==> config.mk <==
export PLATFORM = sky130hd
export DESIGN_NAME = gray_counter_n
export DESIGN_NICKNAME = d
export VERILOG_FILES = /design/src/rtl/gray_counter_n.sv
export SDC_FILE = /design/constraint.sdc
export NUM_CORES = 1
export LEC_CHECK = 0
export CAP_MARGIN = 10
export CORE_AREA = 2 2 39 41
export CTS_BUF_LIST = sky130_fd_sc_hd__clkbuf_16
export DETAILED_ROUTE_END_ITERATION = 8
export DIE_AREA = 0 0 41 43
export PLACE_DENSITY = 0.66
export SYNTH_ARGS = -nofsm -noshare
export SYNTH_HDL_FRONTEND = slang
export SYNTH_SLANG_ARGS = --single-unit
==> constraint.sdc <==
create_clock -name Clk -period 2.11 [get_ports Clk]
set_input_delay 0.211 -clock Clk [delete_from_list [all_inputs] [get_ports Clk]]
set_output_delay 0.211 -clock Clk [all_outputs]
set_load 0.005 [all_outputs]
==> src/rtl/gray_counter_n.sv <==
// rtl/gray_counter_n.sv - parametrised up/down Gray counter with load, wrap/saturate and sticky boundary flags
module gray_counter_n #(
    parameter int WIDTH    = 3,
    parameter bit SATURATE = 1'b0
) (
    input  logic             Clk,
    input  logic             Reset,
    input  logic             En,
    input  logic             Dir,
    input  logic             Load,
    input  logic [WIDTH-1:0] LoadValue,
    input  logic             ClrFlags,
    output logic [WIDTH-1:0] Output,
    output logic [WIDTH-1:0] Binary,
    output logic             Overflow,
    output logic             Underflow,
    output logic             Wrap
);

    localparam logic [WIDTH-1:0] CNT_MAX = '1;
    localparam logic [WIDTH-1:0] CNT_MIN = '0;

    logic [WIDTH-1:0] cnt_q, cnt_d;
    logic [WIDTH-1:0] gray_q, gray_d;
    logic             ovf_q, ovf_d;
    logic             unf_q, unf_d;
    logic             wrp_q, wrp_d;
    logic [WIDTH-1:0] load_bin;

    function automatic logic [WIDTH-1:0] gray_to_bin(input logic [WIDTH-1:0] g);
        logic [WIDTH-1:0] b;
        b[WIDTH-1] = g[WIDTH-1];
        for (int i = WIDTH - 2; i >= 0; i--) begin
            b[i] = b[i+1] ^ g[i];
        end
        return b;
    endfunction

    always_comb begin
        load_bin = gray_to_bin(LoadValue);
        cnt_d    = cnt_q;
        ovf_d    = ovf_q & ~ClrFlags;
        unf_d    = unf_q & ~ClrFlags;
        wrp_d    = 1'b0;
        if (Load) begin
            cnt_d = load_bin;
        end else if (En) begin
            if (Dir) begin
                if (cnt_q == CNT_MAX) begin
                    cnt_d = SATURATE ? CNT_MAX : CNT_MIN;
                    ovf_d = 1'b1;
                    wrp_d = 1'b1;
                end else begin
                    cnt_d = cnt_q + 1'b1;
                end
            end else begin
                if (cnt_q == CNT_MIN) begin
                    cnt_d = SATURATE ? CNT_MIN : CNT_MAX;
                    unf_d = 1'b1;
                    wrp_d = 1'b1;
                end else begin
                    cnt_d = cnt_q - 1'b1;
                end
            end
        end
        // Gray value is registered alongside the binary so Output is a clean flop for CDC use
        gray_d = cnt_d ^ (cnt_d >> 1);
    end

    always_ff @(posedge Clk) begin
        if (Reset) begin
            cnt_q  <= '0;
            gray_q <= '0;
            ovf_q  <= 1'b0;
            unf_q  <= 1'b0;
            wrp_q  <= 1'b0;
        end else begin
            cnt_q  <= cnt_d;
            gray_q <= gray_d;
            ovf_q  <= ovf_d;
            unf_q  <= unf_d;
            wrp_q  <= wrp_d;
        end
    end

    assign Output    = gray_q;
    assign Binary    = cnt_q;
    assign Overflow  = ovf_q;
    assign Underflow = unf_q;
    assign Wrap      = wrp_q;

endmodule

======== Word-level counts from Yosys, hierarchy flattened ========
Index checks and enable logic that the tools add are counted.
W data, S select, Z words.
storage, ports and cells
  flip-flop bits (word level) ............. 9
  input bits .............................. 9
  output and inout bits ................... 9
  logic and storage cells ................. 33
cells by class
  add/sub/neg operators ................... 2
  equal/unequal tests ..................... 1
  mux-type cells .......................... 16
  bitwise operators ....................... 7
  reduce and logical (&&, ||, !) cells .... 2
operators with widths
  cell                   number
  $mux W3                5
  $mux W1                11
  $add A3 B1 Y3 const B  1
  $eq A3 B3 Y1 const B   1
  $logic_not A3 Y1       1
  $reduce_or A3 Y1       1
  $sub A3 B1 Y3 const B  1
  $xor A3 B2 Y3          1
  $and A1 B1 Y1          2
  $not A1 Y1             2
  $xor A1 B1 Y1          2

======== Longest topological paths before layout ========
  word-level depth ........................ 6
  gate-level depth with buffers ........... 7

======== Least setup slack after synthesis ========
Ideal clock, no wire load.
  path type ............................... register -> register
  start point ............................. register cnt_q[0] (netlist: Binary[0])
  end point ............................... register gray_q[1] (netlist: Output[1])
  arrival ................................. 1.537 ns
  data required time ...................... 1.986 ns
  setup slack ............................. 0.449 ns
  stages on the path, launching flop included .. 8
  buffers on the path ..................... 0
  path through ............................ dfxtp_1 > inv_1 > ha_1 > or3_1 > a221oi_2 > o31ai_1 > xor2_1 > nor2_1
on the way
  word-level cells in the longest chain between the ends .. 6
  elaborated cells on any way between the ends .. 10
  classes of those cells .................. add/sub (2); eq/ne (1); mux (5); bitwise (1); reduce/logical (1)
ends and longest elaborated chain
  element                                line    source
  start, declared                        23      logic [WIDTH-1:0] cnt_q, cnt_d;
  start signal, assigned                 78      cnt_q <= cnt_d;
  $sub A3 B1 Y3 (tied with other cells)  62      cnt_d = cnt_q - 1'b1;
  $mux W3, on equally long branches      57, 49
  $mux W3 *                              48      if (Dir) begin
  $mux W3 *                              47      end else if (En) begin
  $mux W3 *                              45      if (Load) begin
  $xor A3 B2 Y3 *                        67      gray_d = cnt_d ^ (cnt_d >> 1);
  end signal, assigned                   79      gray_q <= gray_d;
  end, declared                          24      logic [WIDTH-1:0] gray_q, gray_d;
Mark *: on every way between the ends. The rest lies on a longest branch, timed or not.
A chain may end at the register's enable or synchronous reset.

======== Final worst setup path ========
Ends and elaborated chain as after synthesis.

==> run summary <==
Count of vias placed by the detailed router - 421
Net count after synthesis - 65
Number of maximum-capacitance constraint violations - 0
Number of core rows - 14
Worst-case hold slack - 464 ps
Worst setup startpoint - Binary[0]$_SDFF_PP0_
Register-to-Register Path Depth - 7
Clock buffer count from CTS - 3
Number of detailed-route iterations in the first pass - 3
Most common cell after layout, fill and taps aside - sky130_fd_sc_hd__clkdlybuf4s50_1
Non-Filler Cell Area, Final - 733 um^2
Worst-case setup slack after placement - 217 ps
Number of antenna violations at the first check in global routing - 0
Final setup violation count - 0
Clock tree from TritonCTS - done
Number of fill cells - 136
Largest net degree at the start of global routing - 9
Post-cts hold buffer count - 0
Worst reg2reg path startpoint - Binary[0]$_SDFF_PP0_
Post-synthesis instance total - 52
Portion of the clock cycle consumed by the worst path in the final layout - 0.855
Wire length of the first global-routing pass - 1490 um
CP arrival - 1910 ps
Die Span Y - 43 um
Buffer depth of the longest clock path - 2
Beginning of the worst hold path - Overflow$_SDFF_PP0_
Kind of end point of the critical path - flip-flop
Worst supply voltage drop on vdd - 0.717 mV
Final Hold Viols - 0
Via count of the first global-routing pass - 359
Overall fraction of global-route tracks in use - 0.130
Wire length per cell after detailed routing - 10.8 um
Final estimated routing congestion in global placement - 0.729
Starting DRC count in detailed routing - 4
Number of remaining DRC errors - 0
Antenna Nets Post-Route - 0
Yosys warning count - 0
Area delta synth->final - 55.4%
Post-detailed-route via-to-cell ratio - 4.84
Number of nets in the finished design - 86
Setup Skew - 1.13 ps
Worst hold path type - flip-flop to flip-flop
Fraction of layout instances using a drive strength above 1 - 0.155
Final sum of negative setup slack - 0 ps
Number of inserted diodes - 0
Post-detailed-placement cell area - 658 um^2
DP HPWL - 723 um
Type of the worst setup path - flip-flop to flip-flop
Post CTS Setup Buffer Count - 0
Post-Syn Area per Cell - 9.07 um^2
Flip-flop and latch count after synthesis - 8
Total power - 609 uW
Achievable Freq - 554 MHz
Largest cells by area after synthesis - sky130_fd_sc_hd__dfxtp_1 34%, sky130_fd_sc_hd__ha_1 11%, sky130_fd_sc_hd__a221oi_2 6.4%
Unrepaired setup endpoints after global routing - false
Minimum setup slack in the final design - 306 ps
Buffers added on ports - 17
Worst-margin pin slew - 372 ps
Reg-to-reg slack, setup - 310 ps
Count of pins over their slew limit - 0
Max FO, Critical Path - 5
Ratio of total power to cell area - 831 mW/mm^2
Cell depth of the worst hold path - 2
Max-slew headroom - 0.750
End of the worst register-to-register path - Output[1]$_SDFF_PP0_
Clock-pin transition on the worst setup and hold timing paths - 40 ps
Post-synth top area cell - sky130_fd_sc_hd__dfxtp_1
Endpoint with the worst hold slack - Overflow$_SDFF_PP0_
Post-synthesis sequential area ratio - 0.340
H-tree depth - 1
Required time of the worst setup path - 2220 ps
Share of the synthesized area in the top cell type - 0.340
Total routed wirelength - 937 um
Total number of clock tree sinks - 8
Syn Std Cell Area - 472 um^2
Count of boundary I/O pins - 18
Area of the core - 0.00138 mm^2
Initial Util - 0.341
Post-cts repair resize count - 0
Number of distinct standard cells referenced by the synthesized netlist - 25
Die Span X - 41 um
Shortest period the worst path allows - 1800 ps
Top library cells by usage in the layout, fill and taps aside - 17 x sky130_fd_sc_hd__clkdlybuf4s50_1, 8 x sky130_fd_sc_hd__dfxtp_1, 7 x sky130_fd_sc_hd__nor2_1
Insertion delay of the later-clocked pin in the worst-skew pair - 230 ps
Crit start category - flip-flop
Buffer cell driving the clock tree root - sky130_fd_sc_hd__clkbuf_16
Static Leakage - 0.300 nW
Status - finished, final reports clean
Overflow left after global routing - 0
Die area - 0.00176 mm^2
[sequential cells by signal, indices dropped and copies added, names as in the netlist]
signal     count
Binary         3
Output         2
Underflow      1
Wrap           1
Overflow       1
[stage by stage]
stage,utilization,std cells
floorplan,-,52
global placement,0.476,84
detailed placement,0.476,84
CTS,0.530,87
global route,0.530,87
finish,0.530,87
[how the worst max path moves through the flow]
stage	to	slack, ps	depth (start not counted)
CTS	Output[1]$_SDFF_PP0_	300	7
detailed placement	Output[0]$_SDFF_PP0_	220	6
finish	Output[1]$_SDFF_PP0_	310	7
floorplan	Output[1]$_SDFF_PP0_	450	7
global placement	Output[0]$_SDFF_PP0_	200	6
global route	Output[0]$_SDFF_PP0_	200	7
[final cells by class]
type	instances	area (um^2)	area share
inverters	4	15.0	0.0205
multi-input cells	38	285	0.389
repair buffers	18	178	0.242
flip-flops and latches	8	160	0.218
well taps	16	20.0	0.0273
clock buffers	3	75.1	0.102
[per-layer routing]
layer | up-vias | wire, um | GRT usage | share of wire
met2 | 12 | 444 | 0.181 | 0.47
met1 | 190 | 418 | 0.152 | 0.45
met4 | 0 | 12 | 0.0600 | 0.013
li1 | 217 | - | - | -
met3 | 2 | 61 | 0.0785 | 0.065
met5 | - | 0 | 0 | 0
[synthesized netlist by cell type]
cell and count:
sky130_fd_sc_hd__or2_2 1, sky130_fd_sc_hd__buf_4 1, sky130_fd_sc_hd__o2bb2ai_1 1, sky130_fd_sc_hd__o31ai_1 1, sky130_fd_sc_hd__xor2_1 2, sky130_fd_sc_hd__a211oi_2 1, sky130_fd_sc_hd__and2b_1 1, sky130_fd_sc_hd__ha_1 4
sky130_fd_sc_hd__or2b_2 1, sky130_fd_sc_hd__nor2_1 7, sky130_fd_sc_hd__xnor2_1 2, sky130_fd_sc_hd__nor3_1 1, sky130_fd_sc_hd__or3_1 1, sky130_fd_sc_hd__inv_1 4, sky130_fd_sc_hd__a211oi_1 1, sky130_fd_sc_hd__nand2b_1 2
sky130_fd_sc_hd__a221oi_2 2, sky130_fd_sc_hd__buf_1 1, sky130_fd_sc_hd__dfxtp_1 8, sky130_fd_sc_hd__or3b_4 1, sky130_fd_sc_hd__a21o_2 1, sky130_fd_sc_hd__nand2_1 3, sky130_fd_sc_hd__nor2b_1 1, sky130_fd_sc_hd__a221oi_1 1
sky130_fd_sc_hd__a21oi_1 3
[where the power goes]
part           total (mW)  switching (mW)  leakage [nW]  internal [mW]
Sequential          0.174         0.00943        0.0659          0.165
Combinational       0.120          0.0497         0.198         0.0708
Clock               0.315          0.0706        0.0370          0.244
Total               0.609           0.130         0.300          0.479
[critical path: stages (launching register included)]
cell and delay, ps:
sky130_fd_sc_hd__dfxtp_1 410, sky130_fd_sc_hd__inv_1 90, sky130_fd_sc_hd__ha_1 230, sky130_fd_sc_hd__or3_1 370
sky130_fd_sc_hd__a221oi_2 230, sky130_fd_sc_hd__o31ai_1 140, sky130_fd_sc_hd__xor2_1 170, sky130_fd_sc_hd__nor2_1 50
[logic make-up (layout without fill, tap and decap cells)]
kind of cell,after synthesis,count (layout),synth area share
and+or+nand+nor,19,19,0.215
adders and majority gates,4,4,0.106
buffers and inverters,6,25,0.0557
AOI/OAI and AO/OA,11,11,0.210
xor gates and xnor gates,4,4,0.0743
DFF,8,8,0.340
No activity file was read; power rests on OpenSTA's default activity.
